==> config.mk <==
export PLATFORM = sky130hd
export DESIGN_NAME = lcd_pattern_gen
export DESIGN_NICKNAME = d
export VERILOG_FILES = /design/src/rtl/lcd_pattern_gen.sv
export SDC_FILE = /design/constraint.sdc
export NUM_CORES = 1
export LEC_CHECK = 0
export BUFFER_PORTS_ARGS = -buffer_cell sky130_fd_sc_hd__buf_2
export CORE_MARGIN = 2
export CORE_UTILIZATION = 60
export CTS_BUF_LIST = sky130_fd_sc_hd__clkbuf_8 sky130_fd_sc_hd__clkbuf_16
export CTS_CLUSTER_SIZE = 25
export DETAILED_ROUTE_END_ITERATION = 8
export GPL_TIMING_DRIVEN = 1
export PLACE_DENSITY = 0.77
export SLEW_MARGIN = 0
export SYNTH_ARGS = -nofsm -noshare
export SYNTH_HDL_FRONTEND = slang
export SYNTH_SLANG_ARGS = --single-unit
==> constraint.sdc <==
create_clock -name clk -period 5.2 [get_ports clk]
set_input_delay 0 -clock clk [delete_from_list [all_inputs] [get_ports clk]]
set_output_delay 0 -clock clk [all_outputs]
set_load 0.02 [all_outputs]
==> src/rtl/lcd_pattern_gen.sv <==
// lcd_pattern_gen
//
// Test-pattern pixel source for the 800x480 LCD timing controller. The
// controller presents look-ahead coordinates one cycle before the matching
// display-enable pixel. This block turns them into registered RGB888 data,
// so the data lines up with lcd_de.
//
// Four patterns are available: colour bars, a checkerboard, a gradient and a
// bouncing box. A debounced push-button steps through them. Mode changes and
// box motion only take effect at frame boundaries, so a frame never shows a
// mix of two states.
//
// Ports:
//   clk         pixel clock, shared with the LCD controller
//   rst_n       asynchronous active-low reset
//   btn_n       raw mode button, active-low, asynchronous to clk
//   lcd_de      display enable from the controller
//   lcd_xpos    look-ahead x coordinate (valid one cycle before lcd_de pixel)
//   lcd_ypos    look-ahead y coordinate
//   lcd_data    registered RGB888 pixel, one cycle after xpos/ypos
//   mode        current pattern (0 bars, 1 checker, 2 gradient, 3 box)
//   frame_tick  one-cycle pulse after the last DE cycle of the last line

module lcd_pattern_gen #(
  parameter int H_DISP          = 800,
  parameter int V_DISP          = 480,
  parameter int BOX_SIZE        = 64,
  parameter int STEP            = 4,
  parameter int DEBOUNCE_CYCLES = 330000
) (
  input  logic        clk,
  input  logic        rst_n,
  input  logic        btn_n,
  input  logic        lcd_de,
  input  logic [11:0] lcd_xpos,
  input  logic [11:0] lcd_ypos,
  output logic [23:0] lcd_data,
  output logic [1:0]  mode,
  output logic        frame_tick
);

  localparam int BAR_W = H_DISP / 8;
  localparam int X_MAX = H_DISP - BOX_SIZE;
  localparam int Y_MAX = V_DISP - BOX_SIZE;
  // The debounce counter only has to reach DEBOUNCE_CYCLES-1.
  localparam int CNT_W = (DEBOUNCE_CYCLES > 1) ? $clog2(DEBOUNCE_CYCLES) : 1;

  typedef enum logic [1:0] {
    MODE_BARS     = 2'd0,
    MODE_CHECKER  = 2'd1,
    MODE_GRADIENT = 2'd2,
    MODE_BOX      = 2'd3
  } pattern_t;

  pattern_t mode_q;
  logic     pending;

  // ---------------------------------------------------------------------
  // Frame boundary detection
  // ---------------------------------------------------------------------
  logic        de_d;
  logic        de_valid;
  logic [11:0] line_y;

  // de_valid blocks the first cycle after reset. If reset is released while
  // DE is already high, that cycle looks like a rising edge, but the line is
  // partial and must not count as the last line of a frame.
  always_ff @(posedge clk or negedge rst_n) begin
    if (!rst_n) begin
      de_d     <= 1'b0;
      de_valid <= 1'b0;
      line_y   <= '0;
    end else begin
      de_d     <= lcd_de;
      de_valid <= 1'b1;
      if (lcd_de && !de_d && de_valid) begin
        line_y <= lcd_ypos;
      end
    end
  end

  // The pulse is taken straight from the DE falling edge. It is high on the
  // first non-DE cycle after the last line, so the state updates gated by it
  // land one cycle later, inside blanking.
  assign frame_tick = !lcd_de && de_d && (line_y == 12'(V_DISP - 1));

  // ---------------------------------------------------------------------
  // Button synchronizer and debounce
  // ---------------------------------------------------------------------
  logic             btn_meta;
  logic             btn_sync;
  logic             btn_level;
  logic             btn_level_next;
  logic [CNT_W-1:0] db_count;
  logic [CNT_W-1:0] db_count_next;
  logic             press;

  always_ff @(posedge clk or negedge rst_n) begin
    if (!rst_n) begin
      btn_meta <= 1'b1;
      btn_sync <= 1'b1;
    end else begin
      btn_meta <= btn_n;
      btn_sync <= btn_meta;
    end
  end

  // The count runs only while the synchronized level disagrees with the
  // accepted level. Any cycle of agreement, such as a bounce back, clears it.
  // press is a single-cycle strobe on an accepted 1->0 change.
  always_comb begin
    btn_level_next = btn_level;
    db_count_next  = '0;
    press          = 1'b0;
    if (btn_sync != btn_level) begin
      if (db_count == CNT_W'(DEBOUNCE_CYCLES - 1)) begin
        btn_level_next = btn_sync;
        press          = ~btn_sync;
      end else begin
        db_count_next = db_count + 1'b1;
      end
    end
  end

  always_ff @(posedge clk or negedge rst_n) begin
    if (!rst_n) begin
      btn_level <= 1'b1;
      db_count  <= '0;
    end else begin
      btn_level <= btn_level_next;
      db_count  <= db_count_next;
    end
  end

  // ---------------------------------------------------------------------
  // Mode register
  // ---------------------------------------------------------------------
  // A press that is accepted on the tick cycle itself is folded into that
  // tick. Several presses within one frame collapse into one advance.
  always_ff @(posedge clk or negedge rst_n) begin
    if (!rst_n) begin
      mode_q  <= MODE_BARS;
      pending <= 1'b0;
    end else if (frame_tick) begin
      if (pending || press) begin
        mode_q <= pattern_t'(mode_q + 2'd1);
      end
      pending <= 1'b0;
    end else if (press) begin
      pending <= 1'b1;
    end
  end

  assign mode = mode_q;

  // ---------------------------------------------------------------------
  // Bouncing box motion
  // ---------------------------------------------------------------------
  logic [11:0] box_x;
  logic [11:0] box_y;
  logic [11:0] box_x_next;
  logic [11:0] box_y_next;
  logic        dir_right;
  logic        dir_down;
  logic        dir_right_next;
  logic        dir_down_next;

  // The sums are done one bit wider, so the edge test cannot wrap. A step
  // that would reach or pass an edge clamps to that edge and reverses
  // direction.
  always_comb begin
    box_x_next     = box_x;
    box_y_next     = box_y;
    dir_right_next = dir_right;
    dir_down_next  = dir_down;

    if (dir_right) begin
      if (({1'b0, box_x} + 13'(STEP)) >= 13'(X_MAX)) begin
        box_x_next     = 12'(X_MAX);
        dir_right_next = 1'b0;
      end else begin
        box_x_next = box_x + 12'(STEP);
      end
    end else begin
      if (box_x <= 12'(STEP)) begin
        box_x_next     = '0;
        dir_right_next = 1'b1;
      end else begin
        box_x_next = box_x - 12'(STEP);
      end
    end

    if (dir_down) begin
      if (({1'b0, box_y} + 13'(STEP)) >= 13'(Y_MAX)) begin
        box_y_next    = 12'(Y_MAX);
        dir_down_next = 1'b0;
      end else begin
        box_y_next = box_y + 12'(STEP);
      end
    end else begin
      if (box_y <= 12'(STEP)) begin
        box_y_next    = '0;
        dir_down_next = 1'b1;
      end else begin
        box_y_next = box_y - 12'(STEP);
      end
    end
  end

  // The box moves on every tick in every mode, so its position keeps going
  // while another pattern is on screen.
  always_ff @(posedge clk or negedge rst_n) begin
    if (!rst_n) begin
      box_x     <= '0;
      box_y     <= '0;
      dir_right <= 1'b1;
      dir_down  <= 1'b1;
    end else if (frame_tick) begin
      box_x     <= box_x_next;
      box_y     <= box_y_next;
      dir_right <= dir_right_next;
      dir_down  <= dir_down_next;
    end
  end

  // ---------------------------------------------------------------------
  // Pattern generation
  // ---------------------------------------------------------------------
  logic [2:0]  bar_idx;
  logic [23:0] bar_rgb;
  logic [23:0] checker_rgb;
  logic [23:0] gradient_rgb;
  logic [23:0] box_rgb;
  logic        in_box;
  logic [23:0] pixel;

  // Threshold compares avoid a divider. Coordinates past the last bar stay
  // in bar 7.
  always_comb begin
    bar_idx = '0;
    for (int i = 1; i < 8; i++) begin
      if (lcd_xpos >= 12'(i * BAR_W)) begin
        bar_idx = 3'(i);
      end
    end
  end

  always_comb begin
    bar_rgb = 24'h000000;
    case (bar_idx)
      3'd0:    bar_rgb = 24'hFFFFFF;
      3'd1:    bar_rgb = 24'hFFFF00;
      3'd2:    bar_rgb = 24'h00FFFF;
      3'd3:    bar_rgb = 24'h00FF00;
      3'd4:    bar_rgb = 24'hFF00FF;
      3'd5:    bar_rgb = 24'hFF0000;
      3'd6:    bar_rgb = 24'h0000FF;
      default: bar_rgb = 24'h000000;
    endcase
  end

  assign checker_rgb  = (lcd_xpos[5] ^ lcd_ypos[5]) ? 24'hFFFFFF : 24'h000000;
  assign gradient_rgb = {lcd_xpos[9:2], lcd_ypos[8:1], 8'h80};

  assign in_box = (lcd_xpos >= box_x) &&
                  ({1'b0, lcd_xpos} < ({1'b0, box_x} + 13'(BOX_SIZE))) &&
                  (lcd_ypos >= box_y) &&
                  ({1'b0, lcd_ypos} < ({1'b0, box_y} + 13'(BOX_SIZE)));
  assign box_rgb = in_box ? 24'hFFFFFF : 24'h000040;

  always_comb begin
    pixel = bar_rgb;
    case (mode_q)
      MODE_BARS:     pixel = bar_rgb;
      MODE_CHECKER:  pixel = checker_rgb;
      MODE_GRADIENT: pixel = gradient_rgb;
      MODE_BOX:      pixel = box_rgb;
      default:       pixel = bar_rgb;
    endcase
  end

  // Data is registered on every cycle. Blanking outside DE is handled by the
  // downstream stage.
  always_ff @(posedge clk or negedge rst_n) begin
    if (!rst_n) begin
      lcd_data <= '0;
    end else begin
      lcd_data <= pixel;
    end
  end

endmodule

==> flow_summary.toml, run 1 <==
[status]
run_status = "completed"

[clock_network]
clk_path_buf_depth = 2
clk_transition_reported_paths_ns = 0.10
cts_htree_levels = 3
cts_resized = 0
cts_buffers = 9
numClockSinks = 80
cts_setup_buffers = 0
tritoncts = "yes"
clock_latency_reported_for_the_late_side_of_the_worst_skew_pair_ns = 0.36
cell_at_the_root_of_the_clock_tree = "sky130_fd_sc_hd__clkbuf_8"
cts_hold_buf = 18

[logic_synthesis]
syn_nets = 679
post_synth_inst_count = 604
yosys_warnings = 0
netlist_top_cells_count = "sky130_fd_sc_hd__dfrtp_1, sky130_fd_sc_hd__nand2_1, sky130_fd_sc_hd__nor2_1, sky130_fd_sc_hd__ha_1, sky130_fd_sc_hd__a21oi_1"
post_synth_instance_area_um2 = 5370
synth_edf_count = 0
synthDominantAreaCellType = "sky130_fd_sc_hd__dfrtp_1"
synth.most_common_cell = "sky130_fd_sc_hd__dfrtp_1"
synth.top_cells.by_area = "sky130_fd_sc_hd__dfrtp_1, sky130_fd_sc_hd__ha_1, sky130_fd_sc_hd__nand2_1"
synth-main-ff-cell = "sky130_fd_sc_hd__dfrtp_1"
synth-seq-cells = 80
yosysTopAreaCellShare = 0.349
synthesis.area_per_instance_um2 = 8.90
yosys.cell_types.count = 64
postSynth.asyncResetShare = 1.00
seq_area_frac_synth = 0.374

[power]
intPower_mw = 0.991
power.density_nw_per_um2 = 222
peakVddDrop_mv = 0.165
clkPwrFrac = 0.404
power.total_mw = 1.34
netSwitchingPower_mw = 0.348
sequentialPowerShare = 0.494
combinationalPowerShare = 0.102
swShare = 0.260
static-leakage-power_nw = 2.75

[drt]
ant_nets = 0
wirelength_mm = 12.7
drt-initial-drc-count = 196
via_count = 4762
viasPerCell = 6.22
dr_drc_count = 0
avgRoutedWirePerCell_um = 16.6
detail_route.first_pass.iterations = 4

[layout]
finish.net_count = 728
layout-area-overhead-vs-synth_pct = 12.1
num_antenna_cells = 0
layout_cells_sized_above_1 = 0.147

[floorplanning]
initial_core_utilization = 0.616
placeableCoreArea_um2 = 8720
die_h_um = 98.6
floorplan.io_pins = 55
fp-row-count = 34
die_x_um = 98.6
floorplan.die_area_um2 = 9730

[grt]
via_count_of_the_first_global_routing_pass = 4515
pin_count_of_the_biggest_net_entering_global_routing = 81
grt_usage = 0.267
gr-usage-met1 = 0.376
grt_first_pass_wirelength_mm = 21.4
top_usage_layer = "met2"
number_of_antenna_violations_at_the_first_check_in_global_routing = 0
met3_track_utilization_from_global_routing = 0.0426
groute.layer.met2.usage = 0.424
globalRouteOverflowTotal = 0

[setup_path]
worstPathArrival_ns = 3.56
worstPathRequired_ns = 5.47
path_class = "reg -> reg"
critical_path_peak_fanout = 18
slowest_delay_ns = 0.79
worstPathCellList = "nand3_1, nor2_1, xnor2_1, ha_1, a21oi_1, nand2_1, a221oi_2, o31ai_1, or4b_1, o211ai_1"
cp_endpoint_kind = "flop"
cp_slowest_cell = "sky130_fd_sc_hd__or4b_1"
worst_setup_start_kind = "flop"

[timing]
fin_skew_ns = 0.0131
fmax_ghz = 0.304
slew_headroom = 0.322
setup-violations-final = 0
fin_crit_sh = 0.633
timing.setup.tns_ns = 0
final-max-slew-violation-count = 0
worst-slew-pin-transition_ns = 1.02
final-hold-violation-count = 0
setup_repair_after_global_routing_missed_its_margin = "no"
period_minus_slack_ns = 3.29

[hold_path]
timing.hold.worst.class = "in -> reg"

[flow_run]
max_cap_violations = 0

[placement]
globalplace.congestion = 0.902
io_buffers = 52
detailedPlacementHpwl_mm = 8.89
[worst max-delay path: cells and delay by family, from the launching register on]
family                     cells  cell delay, ns
and+or+nand+nor                4            1.45
AOI/OAI and AO/OA              4            0.68
DFF                            1            0.65
adders and majority gates      1            0.28
xor gates and xnor gates       1            0.13
[registers in the layout (all words and copies together), names as in the netlist, 2 cells and up]
name      cells
mode          2
lcd_data     19
db_count     19
box_x        10
line_y       12
box_y        10
[placed cells by master (no fill, tap or decap), drive strengths merged, types with 3 or more instances in the layout]
cell type	n
a211oi	11
a21o	6
a21oi	37
a311oi	4
a31oi	10
and3	7
buf	53
clkbuf	9
dfrtp	75
dfstp	5
dlygate4sd3	18
ha	47
inv	35
mux2	15
nand2	55
nand2b	5
nand3	37
nand4	12
nand4b	4
nor2	50
nor2b	4
nor3	13
nor4	7
nor4b	3
o211ai	9
o21a	3
o21ai	38
o31ai	4
or2	3
or3	7
xnor2	22
xor2	12
[worst paths after layout]
| check | depth (start not counted) | slack (ns) | startpoint | to |
|---|---|---|---|---|
| hold reg to reg | 0 | 0.36 | btn_meta$_DFF_PN1_ | btn_sync$_DFF_PN1_ |
| hold / removal | 3 | 0.03 | lcd_xpos[4] | lcd_data[18]$_DFF_PN0_ |
| setup reg to reg | 10 | 1.91 | box_y[8]$_DFFE_PN0P_ | lcd_data[5]$_DFF_PN0_ |
| min in group asynchronous | 2 | 0.36 | rst_n | lcd_data[21]$_DFF_PN0_ |
| setup / recovery | 10 | 1.91 | box_y[8]$_DFFE_PN0P_ | lcd_data[5]$_DFF_PN0_ |
| max in group asynchronous | 2 | 4.20 | rst_n | box_x[10]$_DFFE_PN0P_ |
[cell families after synthesis]
logic type | after synthesis | synth area share
and+or+nand+nor | 221 | 0.208
DFF | 80 | 0.374
AOI/OAI and AO/OA | 142 | 0.167
adders and majority gates | 47 | 0.109
buffers and inverters | 64 | 0.0533
muxes | 15 | 0.0314
other | 1 | 0.000698
xor gates and xnor gates | 34 | 0.0554
[power groups by stage]
stage                     sequential [mW]  clock (mW)  combinational [mW]
final                               0.661       0.541               0.137
after global routing                0.665       0.580               0.152
after CTS                           0.661       0.547               0.137
after detailed placement            0.674           0               0.126
after global placement              0.673           0               0.121
after floorplan                     0.678           0              0.0698
[cell type report]
type                            count  area, µm²
Clock inverter                      7        109
Clock buffer                        9        124
Timing Repair Buffer               71        450
Inverter                           31        116
Multi-Input combinational cell    460       3080
Sequential cell                    80       2010
Fill cell                         699       2700
Tap cell                          108        135
[stage by stage]
step                area, µm²  utilization  worst slack (ns)  cells  hold slack [ns]
finish                   6020        0.690              1.91    766           0.0278
CTS                      6020        0.690              1.96    766          0.00625
global placement         5610        0.643              2.10    732            0.105
detailed placement       5610        0.643              2.01    732            0.107
floorplan                5370            -              2.52    604           -0.296
global route             6020        0.690              1.75    766           0.0408
[routing by layer]
metal	share of wire	up-vias
li1	-	2273
met1	0.45	2290
met2	0.47	178
met3	0.059	21
met4	0.017	0
met5	0	-
(Power assumes the default switching activity.)
==> run 2, diff against run 1 <==
--- a/config.mk
+++ b/config.mk
@@ -7,12 +7,12 @@
 export LEC_CHECK = 0
 export BUFFER_PORTS_ARGS = -buffer_cell sky130_fd_sc_hd__buf_2
 export CORE_MARGIN = 2
-export CORE_UTILIZATION = 60
+export CORE_UTILIZATION = 54
 export CTS_BUF_LIST = sky130_fd_sc_hd__clkbuf_8 sky130_fd_sc_hd__clkbuf_16
 export CTS_CLUSTER_SIZE = 25
 export DETAILED_ROUTE_END_ITERATION = 8
 export GPL_TIMING_DRIVEN = 1
-export PLACE_DENSITY = 0.77
+export PLACE_DENSITY = 0.73
 export SLEW_MARGIN = 0
 export SYNTH_ARGS = -nofsm -noshare
 export SYNTH_HDL_FRONTEND = slang
==> constraint.sdc (replaced) <==
create_clock -name clk -period 2.7 [get_ports clk]
set_input_delay 0 -clock clk [delete_from_list [all_inputs] [get_ports clk]]
set_output_delay 0 -clock clk [all_outputs]
set_load 0.02 [all_outputs]
==> run 2 against run 1 <==
Effect of this change: register-to-register slack got worse by 1.9 ns; the flow now finishes with violations (negative setup slack); hold slack got worse by 0.014 ns; core utilization fell by 4.1 points; critical path type unchanged.
==> flow_summary.toml, run 2 (same netlist as run 1, synthesis figures left out) <==
[status]
run_status = "finished, violations left"
violations = "negative setup slack"

[setup_path]
kind_of_cell_with_the_highest_combined_delay_on_the_critical_path = "simple AND/OR/NAND/NOR gates"
worstPathRequired_ns = 2.99
path_class = "reg -> reg"
critical_path_peak_fanout = 5
timing.critical_path.depth = 11
worstPathArrival_ns = 3.00
worst-r2r-cell-count = 11
cp_slowest_cell = "sky130_fd_sc_hd__or4b_4"
critPathBufInv = 1
worstPathCellList = "ha_2, and3_4, xnor2_2, ha_1, nand3_1, nand2_1, a221oi_2, o31ai_1, or4b_4, buf_6, o211ai_1"
worst_setup_start_kind = "flop"
slowest_delay_ns = 0.59
cp_endpoint_kind = "flop"

[layout]
layout_commonest_cell = "sky130_fd_sc_hd__dfrtp_1"
layout_common_cells = "sky130_fd_sc_hd__dfrtp_1, sky130_fd_sc_hd__nand2_1, sky130_fd_sc_hd__buf_2"
finish.net_count = 762
filler_instances = 815
layout_cells_sized_above_1 = 0.197
layout-area-overhead-vs-synth_pct = 17.5
final_util = 0.649
num_antenna_cells = 0
top_regs = "db_count: 19 flops, lcd_data: 19 flops, line_y: 12 flops"

[timing]
fin_skew_ns = 0.0104
worst-slew-pin-transition_ns = 1.00
fin_crit_sh = 1.00
slew_headroom = 0.332
final.setup.worst_slack_ns = -0.00918
final-hold-violation-count = 0
period_minus_slack_ns = 2.71
setup_repair_after_global_routing_missed_its_margin = "yes"
fmax_ghz = 0.369
setup-violations-final = 1
hold_slack_ns = 0.0141
final-max-slew-violation-count = 0

[clock_network]
numClockSinks = 80
cts_buffers = 9
cts_htree_levels = 3
clk_transition_reported_paths_ns = 0.09
cell_at_the_root_of_the_clock_tree = "sky130_fd_sc_hd__clkbuf_8"
clk_path_buf_depth = 2
tritoncts = "yes"
clock_latency_reported_for_the_late_side_of_the_worst_skew_pair_ns = 0.38

[floorplanning]
placeableCoreArea_um2 = 9730
die_x_um = 104
die_h_um = 104
floorplan.die_area_um2 = 10800
fp-row-count = 36
initial_core_utilization = 0.552
floorplan.io_pins = 55

[power]
power.density_nw_per_um2 = 387
peakVddDrop_mv = 0.324
static-leakage-power_nw = 2.92

[drt]
avgRoutedWirePerCell_um = 15.9
ant_nets = 0
dr_drc_count = 0
via_count = 4806
viasPerCell = 5.83
detail_route.first_pass.iterations = 4
drt-initial-drc-count = 213
wirelength_mm = 13.1

[placement]
io_buffers = 52
globalplace.congestion = 0.911
detailedPlacementHpwl_mm = 9.31

[grt]
grt_first_pass_wirelength_mm = 21.6
pin_count_of_the_biggest_net_entering_global_routing = 81
globalRouteOverflowTotal = 0
grt_usage = 0.247
via_count_of_the_first_global_routing_pass = 4449
number_of_antenna_violations_at_the_first_check_in_global_routing = 0

[hold_path]
timing.hold.worst.class = "in -> reg"
whs_path_depth = 3

[flow_run]
max_cap_violations = 0
[run 2: worst paths after layout]
check | from | endpoint | slack [ns]
max in group asynchronous | rst_n | box_y[2]$_DFFE_PN0P_ | 1.67
max | box_x[7]$_DFFE_PN0P_ | lcd_data[5]$_DFF_PN0_ | -0.009
min | lcd_xpos[6] | lcd_data[20]$_DFF_PN0_ | 0.01
min reg2reg | btn_meta$_DFF_PN1_ | btn_sync$_DFF_PN1_ | 0.36
min in group asynchronous | rst_n | lcd_data[17]$_DFF_PN0_ | 0.35
max reg2reg | box_x[7]$_DFFE_PN0P_ | lcd_data[5]$_DFF_PN0_ | -0.009
[run 2: power by group]
part           total (mW)  internal (mW)  switching [mW]  leakage (nW)
Combinational       0.269          0.119           0.150          1.80
Sequential           1.27           1.25          0.0243          1.01
Clock               0.903          0.428           0.475         0.101
[run 2: area by class of cell]
type / count / area, µm² / area share
clock buffer: 9 / 124 / 0.0196
sequential: 80 / 2010 / 0.318
clock inverter: 7 / 72.6 / 0.0115
multi-input combinational: 460 / 3110 / 0.492
timing repair buffer: 105 / 719 / 0.114
inverter: 31 / 116 / 0.0184
tap: 133 / 166 / 0.0264
[run 2: per-layer routing]
layer | track usage | vias up | part of all wire
met2 | 0.398 | 136 | 0.48
met3 | 0.0541 | 28 | 0.042
met1 | 0.327 | 2294 | 0.46
met5 | 0 | - | 0
met4 | 0.0946 | 0 | 0.022
li1 | - | 2348 | -
[run 2: worst min-delay path: cells and delay by family]
family                 cells  cell delay, ns
buffers and inverters      1            0.19
AO/OA/AOI/OAI              1            0.10
AND/OR/NAND/NOR            1            0.07
[run 2: through the flow]
step / std cells / power, mW / instance area (µm²) / setup slack [ns] / TNS, ns
3_5_place_dp: 784 / 1.54 / 5840 / 0.0290 / 0
5_1_grt: 825 / 2.55 / 6310 / -0.0647 / -0.892
3_3_place_gp: 784 / 1.53 / 5840 / 0.141 / 0
2_1_floorplan: 604 / 1.44 / 5370 / 0.0209 / 0
4_1_cts: 819 / 2.46 / 6230 / 0.0136 / 0
6_report: 825 / 2.45 / 6310 / -0.00918 / -0.00918
[run 2: repair_timing]
action / CTS / global route
hold buffers: 19 / 0
setup buffers: 0 / 4
endpoints found under the hold margin: 101 / 0
setup endpoints to repair: 0 / 19
gates resized for setup: 0 / 15
==> run 3, diff against run 2 <==
--- a/config.mk
+++ b/config.mk
@@ -6,13 +6,14 @@
 export NUM_CORES = 1
 export LEC_CHECK = 0
 export BUFFER_PORTS_ARGS = -buffer_cell sky130_fd_sc_hd__buf_2
-export CORE_MARGIN = 2
+export CAP_MARGIN = 15
 export CORE_UTILIZATION = 54
 export CTS_BUF_LIST = sky130_fd_sc_hd__clkbuf_8 sky130_fd_sc_hd__clkbuf_16
 export CTS_CLUSTER_SIZE = 25
 export DETAILED_ROUTE_END_ITERATION = 8
 export GPL_TIMING_DRIVEN = 1
 export PLACE_DENSITY = 0.73
+export REMOVE_ABC_BUFFERS = 1
 export SLEW_MARGIN = 0
 export SYNTH_ARGS = -nofsm -noshare
 export SYNTH_HDL_FRONTEND = slang
==> run 3 against run 2 <==
Effect of this change: the flow now finishes without violations; sequential share of layout area down 0.058 points; register-to-register slack better by 0.05 ns; die area down 3.8%; clock skew up 0.0053 ns; critical path type unchanged; largest power group unchanged.
==> flow_summary.toml, run 3 (same netlist as run 1, synthesis figures left out) <==
[status]
run_status = "completed"

[floorplanning]
die_h_um = 102
fp-row-count = 36
floorplan.io_pins = 55
placeableCoreArea_um2 = 9730
initial_core_utilization = 0.552
floorplan.die_area_um2 = 10400
die_x_um = 102

[layout]
finish.net_count = 760
layout_commonest_cell = "sky130_fd_sc_hd__dfrtp_1"
layout_cells_sized_above_1 = 0.200
top_regs = "db_count: 19 flops, lcd_data: 19 flops, line_y: 12 flops"
layout_common_cells = "sky130_fd_sc_hd__dfrtp_1, sky130_fd_sc_hd__nand2_1, sky130_fd_sc_hd__buf_2"
layout-area-overhead-vs-synth_pct = 17.7
final_area_um2 = 6320
fin_cells = 823
final_util = 0.650
filler_instances = 813
num_antenna_cells = 0

[setup_path]
worstReg2RegStart = "box_x[7]$_DFFE_PN0P_"
regToRegSetupSlack_ns = 0.04
critical_path_peak_fanout = 5
worst_setup_start_kind = "flop"
path_class = "reg -> reg"
worst_r2r_endpoint = "lcd_data[5]$_DFF_PN0_"
cp_endpoint_kind = "flop"
worstPathArrival_ns = 2.94
worst-r2r-cell-count = 11
worstPathRequired_ns = 2.97

[drt]
drt-initial-drc-count = 332
viasPerCell = 5.88
via_count = 4837
detail_route.first_pass.iterations = 5
wirelength_mm = 12.8
ant_nets = 0
dr_drc_count = 0
avgRoutedWirePerCell_um = 15.6

[timing]
hold_slack_ns = 0.0348
fin_crit_sh = 0.986
setup-violations-final = 0
period_minus_slack_ns = 2.66
fin_skew_ns = 0.0157
final-hold-violation-count = 0
final-max-slew-violation-count = 0
worst-slew-pin-transition_ns = 0.992
fmax_ghz = 0.376
setup_repair_after_global_routing_missed_its_margin = "yes"
slew_headroom = 0.338

[power]
peakVddDrop_mv = 0.208
power.density_nw_per_um2 = 384
power.total_mw = 2.43
static-leakage-power_nw = 2.92

[placement]
numPlacedInstances = 784
placed_instance_area_um2 = 5850
io_buffers = 52
detailedPlacementHpwl_mm = 8.90
globalplace.congestion = 0.915

[clock_network]
tritoncts = "yes"
cell_at_the_root_of_the_clock_tree = "sky130_fd_sc_hd__clkbuf_8"
numClockSinks = 80
clk_transition_reported_paths_ns = 0.10
cts_buffers = 9
clock_latency_reported_for_the_late_side_of_the_worst_skew_pair_ns = 0.37
cts_htree_levels = 3
clk_path_buf_depth = 2

[grt]
pin_count_of_the_biggest_net_entering_global_routing = 81
globalRouteOverflowTotal = 0
via_count_of_the_first_global_routing_pass = 4555
grt_usage = 0.256
number_of_antenna_violations_at_the_first_check_in_global_routing = 0
grt_first_pass_wirelength_mm = 20.9

[hold_path]
hold_crit_endpoint = "lcd_data[19]$_DFF_PN0_"
holdCritStartpoint = "lcd_xpos[5]"
whs_path_depth = 3
timing.hold.worst.class = "in -> reg"

[flow_run]
max_cap_violations = 0
run 3: changes by cell type in the layout (fill, tap and decap cells not counted), moves of 2 or more:
cell,change
sky130_fd_sc_hd__nand3_1,-3
sky130_fd_sc_hd__clkinv_4,-2
sky130_fd_sc_hd__inv_6,+2
sky130_fd_sc_hd__nand3_2,+3
sky130_fd_sc_hd__buf_4,-3
sky130_fd_sc_hd__inv_8,+3
run 3: final cells by class:
cell class / count / area [µm²] / share of cell area
Clock buffer: 9 / 124 / 0.0196
Clock inverter: 7 / 67.6 / 0.0107
Inverter: 31 / 116 / 0.0184
Multi-Input combinational cell: 460 / 3120 / 0.494
Sequential cell: 80 / 2010 / 0.318
Tap cell: 133 / 166 / 0.0263
Timing Repair Buffer: 103 / 717 / 0.113
run 3: how the worst max path moves through the flow:
| stage | from | to | slack [ns] |
|---|---|---|---|
| floorplan | box_x[6]$_DFFE_PN0P_ | lcd_data[5]$_DFF_PN0_ | -0.06 |
| global placement | box_x[6]$_DFFE_PN0P_ | lcd_data[5]$_DFF_PN0_ | 0.15 |
| detailed placement | box_x[6]$_DFFE_PN0P_ | lcd_data[11]$_DFF_PN0_ | 0.09 |
| CTS | box_x[6]$_DFFE_PN0P_ | lcd_data[5]$_DFF_PN0_ | 0.05 |
| global route | box_x[7]$_DFFE_PN0P_ | lcd_data[5]$_DFF_PN0_ | -0.05 |
| finish | box_x[7]$_DFFE_PN0P_ | lcd_data[5]$_DFF_PN0_ | 0.04 |
run 3: worst max-delay path, stage by stage, from the launching register on:
cell and delay, ns:
sky130_fd_sc_hd__dfrtp_1 0.44, sky130_fd_sc_hd__ha_2 0.21, sky130_fd_sc_hd__and3_4 0.18, sky130_fd_sc_hd__xnor2_2 0.12, sky130_fd_sc_hd__ha_1 0.31, sky130_fd_sc_hd__nand3_1 0.09, sky130_fd_sc_hd__nand2_1 0.07, sky130_fd_sc_hd__a221oi_2 0.25
sky130_fd_sc_hd__o31ai_1 0.11, sky130_fd_sc_hd__or4b_4 0.57, sky130_fd_sc_hd__buf_6 0.16, sky130_fd_sc_hd__o211ai_1 0.07
run 3: what timing repair did:
item                       4_1_cts  5_1_grt
setup buffers                    0        2
hold endpoints to repair       101        0
hold buffers                    19        0
resized for setup                0       16
setup endpoints to repair        0       18
run 3: where the power goes:
group	switching [mW]	total [mW]	internal (mW)	leakage, nW
Sequential	0.0254	1.28	1.25	1.01
Combinational	0.148	0.267	0.119	1.81
Clock	0.524	0.888	0.363	0.0966
run 3: layer usage:
metal | wire length, µm | vias up | track usage
li1 | - | 2338 | -
met1 | 5520 | 2289 | 0.321
met2 | 6350 | 191 | 0.440
met3 | 759 | 19 | 0.0497
met4 | 191 | 0 | 0.0914
met5 | 0 | - | 0
run 3: stage by stage:
stage | setup TNS, ns | setup WS [ns]
3_5_place_dp | 0 | 0.0896
3_3_place_gp | 0 | 0.147
2_1_floorplan | -0.328 | -0.0624
6_report | 0 | 0.0371
5_1_grt | -0.585 | -0.0509
4_1_cts | 0 | 0.0465
